File: src/rtl/sprite_pkg.sv
// Shared constants for the sprite pixel pipe: entity word layout, orientation encoding,
// geometry and the RGB222 palette used when SPRITE_COLOUR_EN is defined.
package sprite_pkg;

    localparam int UPSCALE_FACTOR = 5;
    localparam int TILE_SIZE      = 8;
    localparam int H_ACTIVE       = 640;
    localparam int V_ACTIVE       = 480;
    localparam int PIPE_LAT       = 2;

    localparam logic [8:0] ENTITY_NONE = 9'h1FF;

    localparam int LINE_HI   = 8;
    localparam int LINE_LO   = 6;
    localparam int TILE_HI   = 5;
    localparam int TILE_LO   = 2;
    localparam int ORIENT_HI = 1;
    localparam int ORIENT_LO = 0;

    localparam int ORIENT_HMIRROR_BIT = 0;
    localparam int ORIENT_VMIRROR_BIT = 1;

    typedef logic [5:0] rgb222_t;

    function automatic rgb222_t palette_lookup(input logic [3:0] tile);
        rgb222_t colour;
        case (tile)
            4'h0:    colour = 6'h15;
            4'h1:    colour = 6'h2A;
            4'h2:    colour = 6'h03;
            4'h3:    colour = 6'h0C;
            4'h4:    colour = 6'h0F;
            4'h5:    colour = 6'h30;
            4'h6:    colour = 6'h33;
            4'h7:    colour = 6'h3C;
            4'h8:    colour = 6'h01;
            4'h9:    colour = 6'h04;
            4'hA:    colour = 6'h10;
            4'hB:    colour = 6'h05;
            4'hC:    colour = 6'h11;
            4'hD:    colour = 6'h14;
            4'hE:    colour = 6'h2F;
            4'hF:    colour = 6'h3F;
            default: colour = 6'h00;
        endcase
        return colour;
    endfunction

endpackage

File: src/rtl/sprite_rom.sv
// 128x8 sprite tile ROM, address {tile, line}, one-cycle registered read; bit 7 is the leftmost pixel.
module sprite_rom
    import sprite_pkg::*;
(
    input  logic       clk,
    input  logic       reset,
    input  logic [6:0] addr,
    output logic [7:0] row
);

    logic [7:0] rom_data_s;

    // Tile bitmap contents; rows not listed are blank.
    always_comb begin
        rom_data_s = 8'h00;
        case (addr)
            7'h00:   rom_data_s = 8'h00;
            7'h08:   rom_data_s = 8'h18;
            7'h09:   rom_data_s = 8'h3C;
            7'h13:   rom_data_s = 8'h81;
            7'h14:   rom_data_s = 8'h0F;
            7'h1B:   rom_data_s = 8'hC0;
            7'h28:   rom_data_s = 8'hF0;
            7'h29:   rom_data_s = 8'h0F;
            7'h78:   rom_data_s = 8'hFF;
            7'h7F:   rom_data_s = 8'hAA;
            default: rom_data_s = 8'h00;
        endcase
    end

    // Registered read port.
    always_ff @(posedge clk) begin
        if (reset) begin
            row <= 8'h00;
        end else begin
            row <= rom_data_s;
        end
    end

endmodule

File: src/rtl/sprite_pixel_pipe.sv
// Two-stage sprite pixel pipe: column tracking, orientation, ROM lookup and delay-matched syncs.
// Optional colour output and palette are built when SPRITE_COLOUR_EN is defined.
module sprite_pixel_pipe
    import sprite_pkg::*;
(
    input  logic       clk,
    input  logic       reset,
    input  logic [8:0] entity_in,
    input  logic [9:0] counter_H,
    input  logic [9:0] counter_V,
    input  logic       hsync_in,
    input  logic       vsync_in,
    output logic       pixel_on,
    output logic       pixel_valid,
    output logic       hsync_out,
    output logic       vsync_out
`ifdef SPRITE_COLOUR_EN
    ,
    output logic [5:0] colour_out
`endif
);

    localparam logic [2:0] SUB_LAST  = 3'(UPSCALE_FACTOR - 1);
    localparam logic [2:0] COL_LAST  = 3'(TILE_SIZE - 1);
    localparam logic [9:0] TILE_SPAN = 10'(TILE_SIZE * UPSCALE_FACTOR);
    localparam logic [9:0] UPSCALE   = 10'(UPSCALE_FACTOR);

    logic [9:0] prev_h_r;
    logic [2:0] sub_cnt_r;
    logic [2:0] col_cnt_r;
    logic [2:0] sub_cnt_s;
    logic [2:0] col_cnt_s;

    logic [2:0] line_s;
    logic [3:0] tile_s;
    logic [1:0] orient_s;
    logic [2:0] line_mir_s;
    logic [2:0] col_mir_s;
    logic       valid_s;

    logic       valid_r;
    logic [2:0] column_r;
    logic       hsync_r;
    logic       vsync_r;
    logic [7:0] rom_row_s;
    logic       pixel_s;

    // Column position of the current pixel: restart at 0, step on consecutive H, resync on any jump.
    always_comb begin
        sub_cnt_s = 3'd0;
        col_cnt_s = 3'd0;
        if (counter_H == 10'd0) begin
            sub_cnt_s = 3'd0;
            col_cnt_s = 3'd0;
        end else if (counter_H == prev_h_r + 10'd1) begin
            if (sub_cnt_r == SUB_LAST) begin
                sub_cnt_s = 3'd0;
                col_cnt_s = (col_cnt_r == COL_LAST) ? 3'd0 : col_cnt_r + 3'd1;
            end else begin
                sub_cnt_s = sub_cnt_r + 3'd1;
                col_cnt_s = col_cnt_r;
            end
        end else begin
            sub_cnt_s = 3'(counter_H % UPSCALE);
            col_cnt_s = 3'((counter_H % TILE_SPAN) / UPSCALE);
        end
    end

    // Tracker state remembers the previous pixel so the next one can step from it.
    always_ff @(posedge clk) begin
        if (reset) begin
            prev_h_r  <= 10'd0;
            sub_cnt_r <= 3'd0;
            col_cnt_r <= 3'd0;
        end else begin
            prev_h_r  <= counter_H;
            sub_cnt_r <= sub_cnt_s;
            col_cnt_r <= col_cnt_s;
        end
    end

    // Decode the entity word and apply both mirrors before the ROM address is formed.
    always_comb begin
        line_s     = entity_in[LINE_HI:LINE_LO];
        tile_s     = entity_in[TILE_HI:TILE_LO];
        orient_s   = entity_in[ORIENT_HI:ORIENT_LO];
        line_mir_s = orient_s[ORIENT_VMIRROR_BIT] ? (COL_LAST - line_s) : line_s;
        col_mir_s  = orient_s[ORIENT_HMIRROR_BIT] ? (COL_LAST - col_cnt_s) : col_cnt_s;
        valid_s    = (entity_in != ENTITY_NONE) &&
                     (counter_H < 10'(H_ACTIVE)) &&
                     (counter_V < 10'(V_ACTIVE));
    end

    // The ROM register is the stage-1 copy of the row, so stage 2 can register pixel_on directly.
    sprite_rom u_rom (
        .clk   (clk),
        .reset (reset),
        .addr  ({tile_s, line_mir_s}),
        .row   (rom_row_s)
    );

    // Stage 1: column, validity and syncs travel alongside the ROM read.
    always_ff @(posedge clk) begin
        if (reset) begin
            valid_r  <= 1'b0;
            column_r <= 3'd0;
            hsync_r  <= 1'b1;
            vsync_r  <= 1'b1;
        end else begin
            valid_r  <= valid_s;
            column_r <= col_mir_s;
            hsync_r  <= hsync_in;
            vsync_r  <= vsync_in;
        end
    end

    always_comb begin
        pixel_s = valid_r & rom_row_s[3'd7 - column_r];
    end

    // Stage 2: registered outputs.
    always_ff @(posedge clk) begin
        if (reset) begin
            pixel_on    <= 1'b0;
            pixel_valid <= 1'b0;
            hsync_out   <= 1'b1;
            vsync_out   <= 1'b1;
        end else begin
            pixel_on    <= pixel_s;
            pixel_valid <= valid_r;
            hsync_out   <= hsync_r;
            vsync_out   <= vsync_r;
        end
    end

`ifdef SPRITE_COLOUR_EN
    logic [3:0] tile_r;

    // Palette path: tile follows stage 1, colour is registered with stage 2.
    always_ff @(posedge clk) begin
        if (reset) begin
            tile_r     <= 4'd0;
            colour_out <= 6'h00;
        end else begin
            tile_r     <= tile_s;
            colour_out <= pixel_s ? palette_lookup(tile_r) : 6'h00;
        end
    end
`endif

endmodule

File: config.mk
export PLATFORM = sky130hd
export DESIGN_NAME = sprite_pixel_pipe
export DESIGN_NICKNAME = d
export VERILOG_FILES = /design/src/rtl/sprite_pkg.sv /design/src/rtl/sprite_rom.sv /design/src/rtl/sprite_pixel_pipe.sv
export SDC_FILE = /design/constraint.sdc
export NUM_CORES = 1
export LEC_CHECK = 0
export ABC_AREA = 1
export CAP_MARGIN = 20
export CORE_MARGIN = 5
export CORE_UTILIZATION = 35
export CTS_BUF_LIST = sky130_fd_sc_hd__clkbuf_4
export DETAILED_ROUTE_END_ITERATION = 10
export RECOVER_POWER = 100
export SYNTH_ARGS = -nofsm -noshare
export SYNTH_HDL_FRONTEND = slang
export SYNTH_SLANG_ARGS = --single-unit
export TNS_END_PERCENT = 10
File: constraint.sdc
create_clock -name clk -period 6.7 [get_ports clk]
set_input_delay 2.01 -clock clk [delete_from_list [all_inputs] [get_ports clk]]
set_output_delay 2.01 -clock clk [all_outputs]
set_load 0.03 [all_outputs]
==> results of run 1 <==
-- per-layer routing --
metal / global-route usage, % / vias up / wire length [um]
li1: - / 1327 / -
met1: 14.9 / 1120 / 2590
met2: 22.1 / 33 / 2620
met3: 2.81 / 4 / 179
met4: 1.78 / 0 / 36
met5: 0 / - / 0
-- area by class of cell --
type / count / area, um2 / share of cell area [%]
multi-input cells: 289 / 1650 / 54.1
flip-flops and latches: 34 / 681 / 22.2
inverters: 63 / 236 / 7.73
well taps: 99 / 124 / 4.05
repair buffers: 31 / 310 / 10.1
clock inverters: 3 / 16.3 / 0.532
clock buffers: 5 / 37.5 / 1.23
-- flip-flops by register name (all words and copies together) (netlist names), 3 cells and up --
name and cells:
u_rom.row 8, column_r 3, col_cnt_r 3, prev_h_r 10, sub_cnt_r 3
-- layout by cell type (no fill, tap or decap), types with 5 or more instances in the layout --
| master | n |
|---|---|
| nand3_2 | 11 |
| nand3_1 | 29 |
| nand4_1 | 9 |
| inv_1 | 53 |
| nand2_1 | 75 |
| inv_2 | 10 |
| nor2_1 | 50 |
| clkbuf_4 | 5 |
| o21ai_0 | 13 |
| dlygate4sd3_1 | 7 |
| nand2_2 | 15 |
| or2_2 | 6 |
| xor2_1 | 14 |
| dfxtp_1 | 34 |
| clkdlybuf4s50_1 | 24 |
| ha_1 | 11 |
| a21oi_1 | 12 |
-- through the flow --
stage | setup slack, ns | power, mW | area (um2) | std cells
CTS | 0.698 | 0.746 | 3070 | 524
floorplan | 1.27 | 0.553 | 2600 | 390
global route | 0.136 | 0.810 | 3060 | 524
global placement | 0.433 | 0.630 | 3020 | 516
detailed placement | 0.352 | 0.637 | 3020 | 516
finish | 0.661 | 0.735 | 3060 | 524
-- worst min path at each step --
stage | start | endpoint | slack (ns) | depth (start not counted)
after floorplan | hsync_r | hsync_out | 0.39 | 1
after global placement | hsync_r | hsync_out | 0.39 | 1
after detailed placement | hsync_r | hsync_out | 0.40 | 1
after CTS | hsync_r | hsync_out | 0.42 | 1
after global routing | vsync_r | vsync_out | 0.44 | 1
final | hsync_r | hsync_out | 0.42 | 1
-- cells by family (layout without fill, tap and decap cells) --
logic type      count (synthesis)  count (layout)  share of synthesized area [%]
compound gates                 49              49                           12.2
simple gates                  210             210                           40.1
fa+ha+maj                      11              11                           5.30
flops                          34              34                           26.2
buf+inv                        67             102                           9.73
mux                             1               1                          0.385
xor+xnor                       18              18                           6.07
-- critical path: cells and delay by family --
kind / cells / cell delay [ns]
simple gates: 29 / 2.45
fa+ha+maj: 2 / 0.38
compound gates: 1 / 0.17
buf+inv: 8 / 1.09
xor+xnor: 1 / 0.18
-- power groups by stage --
stage	sequential (mW)	combinational, mW	clock, mW
6_report	0.245	0.382	0.108
5_1_grt	0.249	0.439	0.122
4_1_cts	0.245	0.389	0.112
3_5_place_dp	0.249	0.387	0
3_3_place_gp	0.249	0.381	0
2_1_floorplan	0.247	0.306	0
==> flow_summary.json, run 1 <==
{
  "status": "finished, final reports clean",
  "synth_edf_count": 0,
  "synth_area_mm2": 0.00260,
  "antenna_found_initial": 0,
  "ys.flop_type": "dfxtp_1",
  "endpoint": "sub_cnt_r[1]",
  "start_util_pct": 35.8,
  "drc": 0,
  "period_minus_slack_ns": 6.04,
  "grt_pass1_wl_mm": 9.26,
  "synth.most_common_cell": "nand2_1",
  "first_pass_iters": 6,
  "first_iter_violations": 96,
  "reg2regPathDepth": 14,
  "yosysWarnings": 0,
  "async_reset_ff_share_pct": 0,
  "hp-class": "reg2reg",
  "yosys-top-cells-area": "dfxtp_1, nand2_1, inv_1",
  "cp_slowest_cell": "dlygate4sd3_1",
  "ys_ff_latch": 34,
  "crit_type": "in2reg",
  "synth_fp_nets": 434,
  "clk_pin_slew_ns": 0.10,
  "ctsRootBufferMaster": "clkbuf_4",
  "gp_congestion": 0.906,
  "drv_slew": 0,
  "die_h_um": 96.1,
  "via_per_inst": 4.74,
  "port_buffers": 31,
  "avgSynthCellArea_um2": 6.66,
  "r2r_end": "column_r[2]",
  "p_clk_share_pct": 14.7,
  "combPwrFrac_pct": 51.9,
  "final_util_pct": 42.2,
  "grt.total_usage_pct": 12.2,
  "routedWlPerCell_um": 10.3,
  "cts_tree": "built",
  "dieArea_mm2": 0.00924,
  "fin_crit_sh_pct": 90.1,
  "vdd_drop_max_mv": 0.0761,
  "clk_path_buf_depth": 2,
  "cts_resized": 0,
  "relSlewSlack_pct": 37.3,
  "drive_gt1_share_pct": 14.1,
  "rows": 31,
  "ioPinCount": 37,
  "tns_ns": 0,
  "crit_arrival_ns": 6.28,
  "switching_share_pct": 44.2,
  "r2r-start": "prev_h_r[0]",
  "cp_max_fo": 6,
  "critPathLaunchType": "input port",
  "holdWs_ns": 0.420,
  "grt_max_degree": 27,
  "rsz0062_at_grt": "no",
  "grt_pass1_vias": 2233,
  "r2r_slack_ns": 4.13,
  "final_nets": 468,
  "dieWidth_um": 96.1,
  "htreeDepth": 2,
  "syn2layout_area_growth_pct": 17.8,
  "synthCells": 390,
  "num-fill-cells": 788,
  "critical_path_required_ns": 6.94,
  "clock_skew_ns": 0.00495,
  "p_int_mw": 0.410,
  "synthTopCellsByCount": "nand2_1, inv_1, nor2_1",
  "yosysUniqueCellTypes": 41,
  "tightest_slew_ns": 0.938,
  "overflow": 0,
  "core_area_mm2": 0.00725,
  "cts-hold-fix-buffers": 0,
  "maxCapViolations": 0,
  "fmax_ghz": 0.166,
  "yosysSeqAreaShare_pct": 26.2,
  "place_hpwl_mm": 4.42,
  "powerDensity_mw_per_mm2": 240,
  "final_antenna_net_count": 0,
  "yosysTopAreaCell": "dfxtp_1",
  "clock_sinks": 34,
  "worstSetupStartpoint": "counter_H[8]",
  "cpPeakStageDelay_ns": 0.68,
  "leakage_nw": 1.50,
  "routed_wirelength_mm": 5.42,
  "post-cts-setup-buffers": 0,
  "worstSkewPairLatency_ns": 0.33,
  "power.switching_mw": 0.325,
  "diodes": 0,
  "cts_buffers": 5,
  "p_seq_share_pct": 33.4,
  "endpoint_kind": "flop",
  "synth_top_area_share_pct": 26.2,
  "setup_viol": 0,
  "vias": 2484,
  "hold_viol": 0
}
(Power assumes the default switching activity.)
==> inputs of run 2 (changes only) <==
==> constraint.sdc (replaced) <==
create_clock -name clk -period 7.5 [get_ports clk]
set_input_delay 2.25 -clock clk [delete_from_list [all_inputs] [get_ports clk]]
set_output_delay 2.25 -clock clk [all_outputs]
set_load 0.03 [all_outputs]
==> run 2 against run 1 <==
First-iteration DRC count down 3.1%. Critical path depth shrank 2. Routed wire length decreased by 2.6%. Non-clock buffer count unchanged. Core utilization is 0.29 points lower. Sequential power fell by 11%. Clock power fell by 16%. Die area did not move. Sequential share of layout area rose by 0.16 points. Combinational power down 12%. Flip-flop and latch count is the same. Worst setup slack gained 0.33 ns. Largest cell class unchanged.
==> flow_summary.json, run 2 (synthesis gave the netlist of run 1 again) <==
{
  "cts_tree": "built",
  "clk_path_buf_depth": 2,
  "core_area_mm2": 0.00725,
  "r2r-start": "prev_h_r[0]",
  "first_pass_iters": 4,
  "htreeDepth": 2,
  "crit_arrival_ns": 6.75,
  "start_util_pct": 35.8,
  "leakage_nw": 1.50,
  "die_h_um": 96.1,
  "worstSkewPairLatency_ns": 0.32,
  "fmax_ghz": 0.154,
  "worstSetupStartpoint": "counter_H[9]",
  "clock_skew_ns": 0.00718,
  "post-cts-setup-buffers": 0,
  "final_nets": 468,
  "cp_max_fo": 7,
  "routed_wirelength_mm": 5.28,
  "holdWs_ns": 0.417,
  "critical_path_required_ns": 7.74,
  "hold_path_end": "hsync_out",
  "status": "finished, final reports clean",
  "antenna_found_initial": 0,
  "powerDensity_mw_per_mm2": 212,
  "drv_slew": 0,
  "final_antenna_net_count": 0,
  "diodes": 0,
  "routedWlPerCell_um": 10.1,
  "gp_congestion": 0.907,
  "vias": 2454,
  "cpMostUsedCell": "nand2_1",
  "via_per_inst": 4.69,
  "vdd_drop_max_mv": 0.0710,
  "period_minus_slack_ns": 6.51,
  "r2r_slack_ns": 4.96,
  "fin_crit_sh_pct": 86.8,
  "grt_max_degree": 27,
  "endpoint_kind": "flop",
  "rows": 31,
  "critPathLaunchType": "input port",
  "cts_buffers": 5,
  "ioPinCount": 37,
  "reg2regPathDepth": 14,
  "regMostFlops": "prev_h_r",
  "cts_resized": 0,
  "ctsRootBufferMaster": "clkbuf_4",
  "maxCapViolations": 0,
  "place_hpwl_mm": 4.35,
  "clk_pin_slew_ns": 0.10,
  "grt.total_usage_pct": 12.1,
  "dieWidth_um": 96.1,
  "layout_common_cells": "nand2_1, inv_1, nor2_1",
  "relSlewSlack_pct": 38.9,
  "setup_viol": 0,
  "hold_start": "hsync_r",
  "rsz0062_at_grt": "no",
  "grt_pass1_wl_mm": 9.24,
  "cpPeakStageDelay_ns": 0.71,
  "final_common_cell": "nand2_1",
  "hold_viol": 0,
  "reg_top3": "prev_h_r: 10 flops, u_rom.row: 8 flops",
  "tightest_slew_ns": 0.914,
  "syn2layout_area_growth_pct": 17.0,
  "dieArea_mm2": 0.00924,
  "first_iter_violations": 93,
  "hp-class": "reg2reg",
  "overflow": 0,
  "largest_reg_flops": 10,
  "cp_slowest_cell": "dlygate4sd3_1",
  "crit_type": "in2reg",
  "cts-hold-fix-buffers": 0,
  "clock_sinks": 34,
  "port_buffers": 31,
  "drc": 0,
  "min_path_cells": 1,
  "grt_pass1_vias": 2271,
  "drive_gt1_share_pct": 13.4,
  "tns_ns": 0,
  "r2r_end": "column_r[2]"
}
-- run 2: worst max-delay path by stage --
stage	end	slack [ns]	depth (start not counted)
floorplan	sub_cnt_r[1]	1.83	39
global placement	sub_cnt_r[1]	0.99	39
detailed placement	sub_cnt_r[1]	0.90	39
CTS	sub_cnt_r[1]	1.26	39
global route	sub_cnt_r[1]	0.44	39
finish	sub_cnt_r[1]	0.99	39
-- run 2: worst max-delay path: cells and delay by family --
kind,cells,cell delay (ns)
adders and majority gates,2,0.39
and+or+nand+nor,28,2.71
AOI/OAI and AO/OA,1,0.17
xor gates and xnor gates,1,0.18
buffers and inverters,7,1.05
-- run 2: layer usage --
layer	wire (um)	global-route usage, %
met1	2500	14.6
met2	2580	22.0
met3	158	2.58
met4	34	2.37
met5	0	0
-- run 2: power breakdown --
part	switching, mW	internal [mW]	leakage, nW
Combinational	0.210	0.126	1.19
Sequential	0.0152	0.203	0.281
Clock	0.0571	0.0337	0.0308
Total	0.282	0.363	1.50
-- run 2: final cells by class --
class	instances	area (um2)
Sequential cell	34	681
Tap cell	99	124
Inverter	63	236
Fill cell	782	4220
Clock buffer	5	37.5
Clock inverter	2	10.0
Multi-Input combinational cell	289	1640
Timing Repair Buffer	31	310
-- run 2: per-stage QoR --
stage / area [um2] / util (%) / instances / worst slack (ns) / power, mW
floorplan: 2600 / - / 390 / 1.83 / 0.494
global placement: 3020 / 41.6 / 516 / 0.993 / 0.563
detailed placement: 3020 / 41.6 / 516 / 0.902 / 0.568
CTS: 3060 / 42.2 / 523 / 1.26 / 0.661
global route: 3040 / 41.9 / 523 / 0.436 / 0.717
finish: 3040 / 41.9 / 523 / 0.987 / 0.645
